`config.mk`:
```
export PLATFORM = sky130hd
export DESIGN_NAME = vec_mem_streamer
export DESIGN_NICKNAME = d
export VERILOG_FILES = /design/src/rtl/vpu_pkg.sv /design/src/rtl/stream_skid_fifo.sv /design/src/rtl/vec_mem_streamer.sv
export SDC_FILE = /design/constraint.sdc
export NUM_CORES = 1
export LEC_CHECK = 0
export CAP_MARGIN = 30
export CORE_UTILIZATION = 25
export DETAILED_ROUTE_END_ITERATION = 7
export DONT_BUFFER_PORTS = 1
export GPL_TIMING_DRIVEN = 0
export SYNTH_ARGS = -nofsm -noshare
export SYNTH_HDL_FRONTEND = slang
export SYNTH_SLANG_ARGS = --single-unit
```
`constraint.sdc`:
```
create_clock -name clk -period 4.2 [get_ports clk]
set_input_delay 0.42 -clock clk [delete_from_list [all_inputs] [get_ports clk]]
set_output_delay 0.42 -clock clk [all_outputs]
set_load 0.005 [all_outputs]
```
`src/rtl/vpu_pkg.sv`:
```
// Shared types and default sizes for the vector memory streamer.
// Default RAM geometry matches dp_ram.
package vpu_pkg;

   localparam int DEF_DATA_WIDTH = 8;
   localparam int DEF_ADDR_WIDTH = 6;

   typedef enum logic [1:0] {
      IDLE  = 2'd0,
      WR    = 2'd1,
      RD    = 2'd2,
      DRAIN = 2'd3
   } stream_state_t;

endpackage

```
`src/rtl/stream_skid_fifo.sv`:
```
// Two-entry FIFO that absorbs read data returning from the RAM.
// Each entry carries the element plus its end-of-command flag.
module stream_skid_fifo
   import vpu_pkg::*;
#(
   parameter int DATA_WIDTH = DEF_DATA_WIDTH
) (
   input  logic                  clk,
   input  logic                  rst,
   input  logic                  push,
   input  logic [DATA_WIDTH-1:0] push_data,
   input  logic                  push_last,
   input  logic                  pop,
   output logic [1:0]            count,
   output logic [DATA_WIDTH-1:0] head_data,
   output logic                  head_last
);

   logic [DATA_WIDTH-1:0] data_q [2];
   logic [1:0]            last_q;
   logic                  wr_ptr;
   logic                  rd_ptr;

   // storage, pointers and occupancy; the caller never pushes
   // when full nor pops when empty
   always_ff @(posedge clk) begin
      if (rst) begin
         data_q[0] <= '0;
         data_q[1] <= '0;
         last_q    <= '0;
         wr_ptr    <= 1'b0;
         rd_ptr    <= 1'b0;
         count     <= 2'd0;
      end else begin
         if (push) begin
            data_q[wr_ptr] <= push_data;
            last_q[wr_ptr] <= push_last;
            wr_ptr         <= ~wr_ptr;
         end
         if (pop) begin
            rd_ptr <= ~rd_ptr;
         end
         count <= count + 2'(push) - 2'(pop);
      end
   end

   assign head_data = data_q[rd_ptr];
   assign head_last = last_q[rd_ptr];

endmodule

```
`src/rtl/vec_mem_streamer.sv`:
```
// Strided command sequencer between the vector datapath and dp_ram port A.
// Build option VPU_STREAM_STRIDE_EN: honour cmd_stride, else stride is 1.
module vec_mem_streamer
   import vpu_pkg::*;
#(
   parameter int DATA_WIDTH = DEF_DATA_WIDTH,
   parameter int ADDR_WIDTH = DEF_ADDR_WIDTH,
   parameter int LEN_WIDTH  = ADDR_WIDTH + 1
) (
   input  logic                  clk,
   input  logic                  rst,
   input  logic                  cmd_valid,
   output logic                  cmd_ready,
   input  logic                  cmd_write,
   input  logic [ADDR_WIDTH-1:0] cmd_base,
   input  logic [ADDR_WIDTH-1:0] cmd_stride,
   input  logic [LEN_WIDTH-1:0]  cmd_len,
   input  logic                  wr_valid,
   output logic                  wr_ready,
   input  logic [DATA_WIDTH-1:0] wr_data,
   output logic                  rd_valid,
   input  logic                  rd_ready,
   output logic [DATA_WIDTH-1:0] rd_data,
   output logic                  rd_last,
   output logic                  ram_we,
   output logic [ADDR_WIDTH-1:0] ram_addr,
   output logic [DATA_WIDTH-1:0] ram_din,
   input  logic [DATA_WIDTH-1:0] ram_dout,
   output logic                  busy,
   output logic                  done
);

   stream_state_t         state_q;
   stream_state_t         state_d;
   logic [LEN_WIDTH-1:0]  i_q;
   logic [LEN_WIDTH-1:0]  i_d;
   logic [LEN_WIDTH-1:0]  len_q;
   logic [LEN_WIDTH-1:0]  len_d;
   logic [ADDR_WIDTH-1:0] addr_q;
   logic [ADDR_WIDTH-1:0] addr_d;
   logic [ADDR_WIDTH-1:0] step;
   logic                  done_d;
   logic                  done_q;
   logic                  inflight_q;
   logic                  inflight_last_q;
   logic                  issue;
   logic                  issue_ok;
   logic                  last_elem;
   logic                  pop;
   logic [1:0]            fifo_count;
   logic [DATA_WIDTH-1:0] head_data;
   logic                  head_last;
   logic [2:0]            occ;

`ifdef VPU_STREAM_STRIDE_EN
   logic [ADDR_WIDTH-1:0] stride_q;
   logic [ADDR_WIDTH-1:0] stride_d;

   assign step = stride_q;
`else
   logic unused_stride;

   assign step          = ADDR_WIDTH'(1);
   assign unused_stride = ^cmd_stride;
`endif

   assign last_elem = (i_q == len_q - LEN_WIDTH'(1));

   // a read may issue only if its data will find a free FIFO slot
   assign pop      = rd_valid & rd_ready;
   assign occ      = {1'b0, fifo_count} + {2'b0, inflight_q};
   assign issue_ok = occ < (3'd2 + {2'b0, pop});

   // next-state, counters and port A drive
   always_comb begin
      state_d   = state_q;
      i_d       = i_q;
      len_d     = len_q;
      addr_d    = addr_q;
      done_d    = 1'b0;
      issue     = 1'b0;
      cmd_ready = 1'b0;
      wr_ready  = 1'b0;
      ram_we    = 1'b0;
      ram_addr  = '0;
      ram_din   = '0;
`ifdef VPU_STREAM_STRIDE_EN
      stride_d  = stride_q;
`endif
      unique case (state_q)
         IDLE: begin
            cmd_ready = ~rst;
            if (cmd_valid && !rst) begin
               len_d  = cmd_len;
               addr_d = cmd_base;
               i_d    = '0;
`ifdef VPU_STREAM_STRIDE_EN
               stride_d = cmd_stride;
`endif
               if (cmd_len == '0) begin
                  done_d = 1'b1;
               end else if (cmd_write) begin
                  state_d = WR;
               end else begin
                  state_d = RD;
               end
            end
         end
         WR: begin
            wr_ready = 1'b1;
            ram_we   = wr_valid;
            ram_addr = addr_q;
            ram_din  = wr_data;
            if (wr_valid) begin
               addr_d = addr_q + step;
               i_d    = i_q + LEN_WIDTH'(1);
               if (last_elem) begin
                  state_d = IDLE;
                  done_d  = 1'b1;
               end
            end
         end
         RD: begin
            if (issue_ok) begin
               issue    = 1'b1;
               ram_addr = addr_q;
               addr_d   = addr_q + step;
               i_d      = i_q + LEN_WIDTH'(1);
               if (last_elem) begin
                  state_d = DRAIN;
               end
            end
         end
         DRAIN: begin
            if (fifo_count == 2'd0 && !inflight_q) begin
               state_d = IDLE;
               done_d  = 1'b1;
            end
         end
         default: begin
            state_d = IDLE;
         end
      endcase
   end

   // state, command registers and the one-deep read pipeline tag
   always_ff @(posedge clk) begin
      if (rst) begin
         state_q         <= IDLE;
         i_q             <= '0;
         len_q           <= '0;
         addr_q          <= '0;
         done_q          <= 1'b0;
         inflight_q      <= 1'b0;
         inflight_last_q <= 1'b0;
      end else begin
         state_q         <= state_d;
         i_q             <= i_d;
         len_q           <= len_d;
         addr_q          <= addr_d;
         done_q          <= done_d;
         inflight_q      <= issue;
         inflight_last_q <= issue & last_elem;
      end
   end

`ifdef VPU_STREAM_STRIDE_EN
   // stride is latched with the command
   always_ff @(posedge clk) begin
      if (rst) begin
         stride_q <= '0;
      end else begin
         stride_q <= stride_d;
      end
   end
`endif

   stream_skid_fifo #(
      .DATA_WIDTH(DATA_WIDTH)
   ) u_fifo (
      .clk      (clk),
      .rst      (rst),
      .push     (inflight_q),
      .push_data(ram_dout),
      .push_last(inflight_last_q),
      .pop      (pop),
      .count    (fifo_count),
      .head_data(head_data),
      .head_last(head_last)
   );

   assign rd_valid = (fifo_count != 2'd0);
   assign rd_data  = rd_valid ? head_data : '0;
   assign rd_last  = rd_valid & head_last;
   assign busy     = (state_q != IDLE);
   assign done     = done_q;

endmodule

```
Word level (Yosys, flattened, before mapping)
Memory sizes are Yosys's and may differ from the RTL's. A register that Yosys moved wholly into a read port is not among the register bits. Index checks and enable logic that the tools add are counted.

Add/sub/neg operators: 7. $lt $le $gt $ge: 4. Equality and inequality tests: 11. Mux-type cells: 47. Bitwise gates (word level): 6. Reduce and logical (&&, ||, !) cells: 15.

Operators by type and width (number): $mux W6 (4); $mux W8 (3); $mux W1 (22); $mux W7 (3); $pmux W7 S3 (1); $pmux W6 S3 (1); $mux W2 (8); $ne A2 B2 Y1 const B (7); $pmux W6 S2 (1); $pmux W2 S4 (1); $reduce_or A8 Y1 (1); $add A7 B1 Y7 const B (1); $eq A7 B7 Y1 (1); $logic_not A7 Y1 (1); $reduce_and A7 Y1 (1); $sub A7 B1 Y7 const B (1); $add A6 B1 Y6 const B (1); $eq A2 B2 Y1 const B (2); $logic_not A2 Y1 (2); $lt A1 B2 Y1 const B (2); $reduce_and A4 Y1 (1); $reduce_bool A2 Y1 (2); $add A2 B1 Y3 (1); $add A2 B1 Y3 const A (1); 14 further kinds (21).

Flip-flop bits (word level): 31. RAM bits: 16. Input bits: 41. Output and inout port bits: 29. Logic and storage cells: 102. Memories kept: 1.

Memories: u_fifo.data_q (words 2, bits a word 8, read ports 1, clocked after memory_dff 1, wr ports 2, RTL line stream_skid_fifo.sv:19) `logic [DATA_WIDTH-1:0] data_q [2];`.

Longest topological paths before layout
Depth in word-level cells: 7. Mapped depth: 8. Depth with buffers taken out: 8.

By module
A second synthesis with hierarchy kept.

Cells, all modules: 290. Area, all modules: 2660.1 um^2.

By module, submodules not included: vec_mem_streamer (instances 1, cells an instance 209, area each 1652.8 um^2, sequential area each 500.5 um^2); stream_skid_fifo (instances 1, cells an instance 81, area each 1007.2 um^2, sequential area each 620.6 um^2).

Worst setup path after synthesis
Ideal clock, no wire load.

Path kind: register to register. From: register inflight_q. To: register i_q[5]. Library setup time: 0.071 ns. Arrival time: 2.112 ns. Required time: 4.129 ns. Path slack: 2.017 ns. Cell stages (with the launch flop): 8. Buffers on the path: 0. Period minus slack after synthesis: 2.183 ns. Cells stage by stage: dfxtp_1 ha_1 ha_1 o21ai_1 a31oi_4 or3_1 or4_1 a21oi_1.

Longest elaborated chain between the ends: 4.

RTL lines: start, declared (RTL line vec_mem_streamer.sv:44) `logic inflight_q;`; start signal, assigned (RTL line vec_mem_streamer.sv:162) `inflight_q <= issue;`; $add A2 B1 Y3 (RTL line vec_mem_streamer.sv:71) `assign occ = {1'b0, fifo_count} + {2'b0, inflight_q};`; $lt A3 B3 Y1 (RTL line vec_mem_streamer.sv:72) `assign issue_ok = occ < (3'd2 + {2'b0, pop});`; $ne A2 B2 Y1 (no source line); $reduce_and A4 Y1 (no source line); end signal, assigned (RTL line vec_mem_streamer.sv:158) `i_q <= i_d;`; end, declared (RTL line vec_mem_streamer.sv:35) `logic [LEN_WIDTH-1:0] i_q;`.

Every way passes these cells. A chain may end at the register's enable or synchronous reset.

Final worst setup path
From: register state_q[0]. To: output ram_addr[4].

Longest elaborated chain between the ends: 2. Elaborated cells on any way between the ends: 3. Classes of those cells: eq/ne: 2; mux: 1.

RTL lines: start, declared (RTL line vec_mem_streamer.sv:33) `stream_state_t state_q;`; start signal, assigned (RTL line vec_mem_streamer.sv:157) `state_q <= state_d;`; $eq A2 B2 Y1 / $eq A2 B1 Y1 (equally long branches) (RTL line vec_mem_streamer.sv:90) `unique case (state_q)`; $pmux W6 S2 (*) (RTL line vec_mem_streamer.sv:90); end, declared (RTL line vec_mem_streamer.sv:26) `output logic [ADDR_WIDTH-1:0] ram_addr,`.

Mark *: on every way between the ends. The rest lies on a longest branch, timed or not.

==> impl_metrics.tcl <==
set metrics [dict create \
    slowest_stage "a21boi_0" \
    max-vdd-ir-drop_mv 0.157 \
    synthDistinctLibCells 48 \
    power.switching_mw 0.664 \
    p_sw_frac 0.398 \
    setup_viol 0 \
    final_cell_mix "and2_1 (34), dfxtp_1 (32), nor2_1 (29)" \
    wire_per_inst_um 13.9 \
    power_leakage_nw 1.11 \
    dr.pass1.iters 4 \
    min_path_type "in -> reg" \
    cts_buffer_depth 2 \
    ctsResizeCount 0 \
    cap_violations 0 \
    row_count 37 \
    synthCells 302 \
    die_area_sq_um 11400 \
    synth-edff-count 16 \
    crit_required_ns 3.78 \
    grt_overflow_total 0 \
    io_pins 70 \
    clk_latency_ns 0.31 \
    io_buffers 0 \
    finalHoldViolCount 0 \
    p_int_mw 1.00 \
    relSlewSlack 0.377 \
    vias 2168 \
    core_area_sq_um 10500 \
    antenna_found_initial 1 \
    cp_top_family "compound AO/OA/AOI/OAI gates" \
    grt_max_degree 17 \
    async_reset_ff_frac 0 \
    period_share 0.666 \
    seqCellArea_sq_um 1120 \
    die_x_um 107 \
    ys_seq_area_frac 0.410 \
    vias_per_cell 4.86 \
    place_congestion 0.763 \
    max_freq_mhz 358 \
    synth_seq_cells 48 \
    synth_fp_nets 355 \
    grt_pass1_wl_um 10100 \
    ys_warn_count 0 \
    mostFrequentLayoutCell "and2_1" \
    clkPwrFrac 0.208 \
    path_buf_inv 2 \
    power.total_mw 1.67 \
    syn2layout_area_growth_pct 10.4 \
    nFillCells 1127 \
    end_kind "output pin" \
    drtIter0Drc 163 \
    cts-buffers-inserted 5 \
    post-route-util 0.289 \
    fin_worst_skew_ns 0.0100 \
    comb_power_share 0.404 \
    track_usage 0.112 \
    tns_ns 0 \
    multiInputGateArea_sq_um 1500 \
    ant_nets 0 \
    nets 362 \
    drt-total-wl_um 6210 \
    drv_slew 0 \
    outcome "finished clean" \
    worst_pin_slew_ns 0.933 \
    slowest_delay_ns 0.52 \
    p_per_area_nw_per_um2 552 \
    critPathMaxFanout 10 \
    htree_levels 2 \
    syn-cell-area_sq_um 2730 \
    clock_sinks 48 \
    start_util 0.261 \
    critPathArrivalTime_ns 2.38 \
    first_global_vias 2093 \
    seqPwrFrac 0.387 \
    post-route-min-period_ns 2.80 \
    cp_cell_sequence "inv_1 -> ha_1 -> clkbuf_1 -> a21boi_0 -> and2_1" \
    diodes 0 \
    cts_hold_buf 0 \
    hpwl_um 4720 \
    root_buffer "clkbuf_8" \
    setup.worst_path.class "reg -> out" \
    drive_gt1_frac 0.0645 \
    cts_tree "done" \
    cts.clk_slew.worst_paths_ns 0.09 \
    syn_avg_cell_area_sq_um 9.05 \
    synthFlopType "dfxtp_1" \
    post_cts_buffers 0 \
    die_h_um 107 \
    critPathLaunchType "flop" \
    drc 0 \
    grt_setup_unrepaired "no" \
]
## registers in the layout, indices dropped and copies added (netlist names), named ones only
signal           count
addr_q               6
len_q                7
inflight_last_q      1
state_q              2
u_fifo.data_q       16
inflight_q           1
u_fifo.rd_ptr        1
i_q                  7
done                 1
u_fifo.count         2
u_fifo.wr_ptr        1
u_fifo.last_q        2
## per-stage QoR
step                      area (sq um)  hold slack, ns  std cells  setup slack, ns
after floorplan                   2730           0.425        302             2.02
after global placement            2900           0.457        438             1.71
after detailed placement          2900           0.461        438             1.64
after CTS                         3020           0.249        446             1.27
after global routing              3020           0.249        446             1.02
final                             3020           0.255        446             1.40
## power by group through the flow
stage	Clock [mW]	Sequential, mW	Combinational, mW
floorplan	0	0.631	0.540
finish	0.348	0.646	0.675
global route	0.379	0.659	0.766
global placement	0	0.651	0.665
CTS	0.358	0.645	0.684
detailed placement	0	0.654	0.677
## kinds of logic (layout without fill, tap and decap cells)
family	Yosys count	in the layout	share of synthesized area
mux	13	13	0.0485
fa+ha+maj	12	12	0.0549
xor+xnor	16	16	0.0513
buf+inv	27	35	0.0407
compound gates	50	50	0.121
simple gates	136	136	0.274
flops	48	48	0.410
## worst register-to-register path, delay by kind of cell (launching register included)
kind            cells  cell delay [ns]
fa+ha+maj           2             0.44
simple gates        2             0.49
flops               1             0.53
compound gates      3             0.75
buf+inv             1             0.20
## cell usage after synthesis (3+ instances only)
master / instances / area share
a21o_1: 3 / 0.0082
xnor2_1: 10 / 0.032
nand2_1: 22 / 0.030
nor3_1: 4 / 0.0073
xor2_1: 6 / 0.019
o21ai_0: 11 / 0.020
nor2_1: 29 / 0.040
nor4_1: 5 / 0.011
nand3_1: 15 / 0.027
ha_1: 12 / 0.055
mux2i_1: 11 / 0.040
inv_1: 14 / 0.019
nor3b_1: 5 / 0.014
a21oi_1: 19 / 0.035
and2_1: 34 / 0.078
dfxtp_1: 32 / 0.23
nand3b_1: 3 / 0.0082
edfxtp_1: 16 / 0.18
nor2b_1: 5 / 0.011
clkbuf_1: 9 / 0.012
## final cells by class
type | count | share of cell area
tap | 136 | 0.0564
multi-input combinational | 227 | 0.497
buffer | 12 | 0.0182
inverter | 15 | 0.0186
clock inverter | 3 | 0.0153
clock buffer | 5 | 0.0228
sequential | 48 | 0.371
## layer usage
layer | vias to the layer above | routed length (um) | GRT usage | share of wire
met5 | - | 13 | 0 | 0.0021
met4 | 2 | 95 | 0.0333 | 0.015
met3 | 10 | 308 | 0.0280 | 0.050
met2 | 44 | 3060 | 0.188 | 0.49
met1 | 1041 | 2740 | 0.141 | 0.44
li1 | 1071 | - | - | -
## worst paths after layout
check                    from                to  slack (ns)  cells after the start
max                state_q[0]       ram_addr[4]        1.40                      5
max reg2reg        inflight_q            i_q[3]        1.66                      8
min reg2reg  u_fifo.last_q[1]  u_fifo.last_q[1]        0.47                      2
min                cmd_len[2]          len_q[2]        0.25                      2
Note: power is estimated with default switching activity, not from simulation.
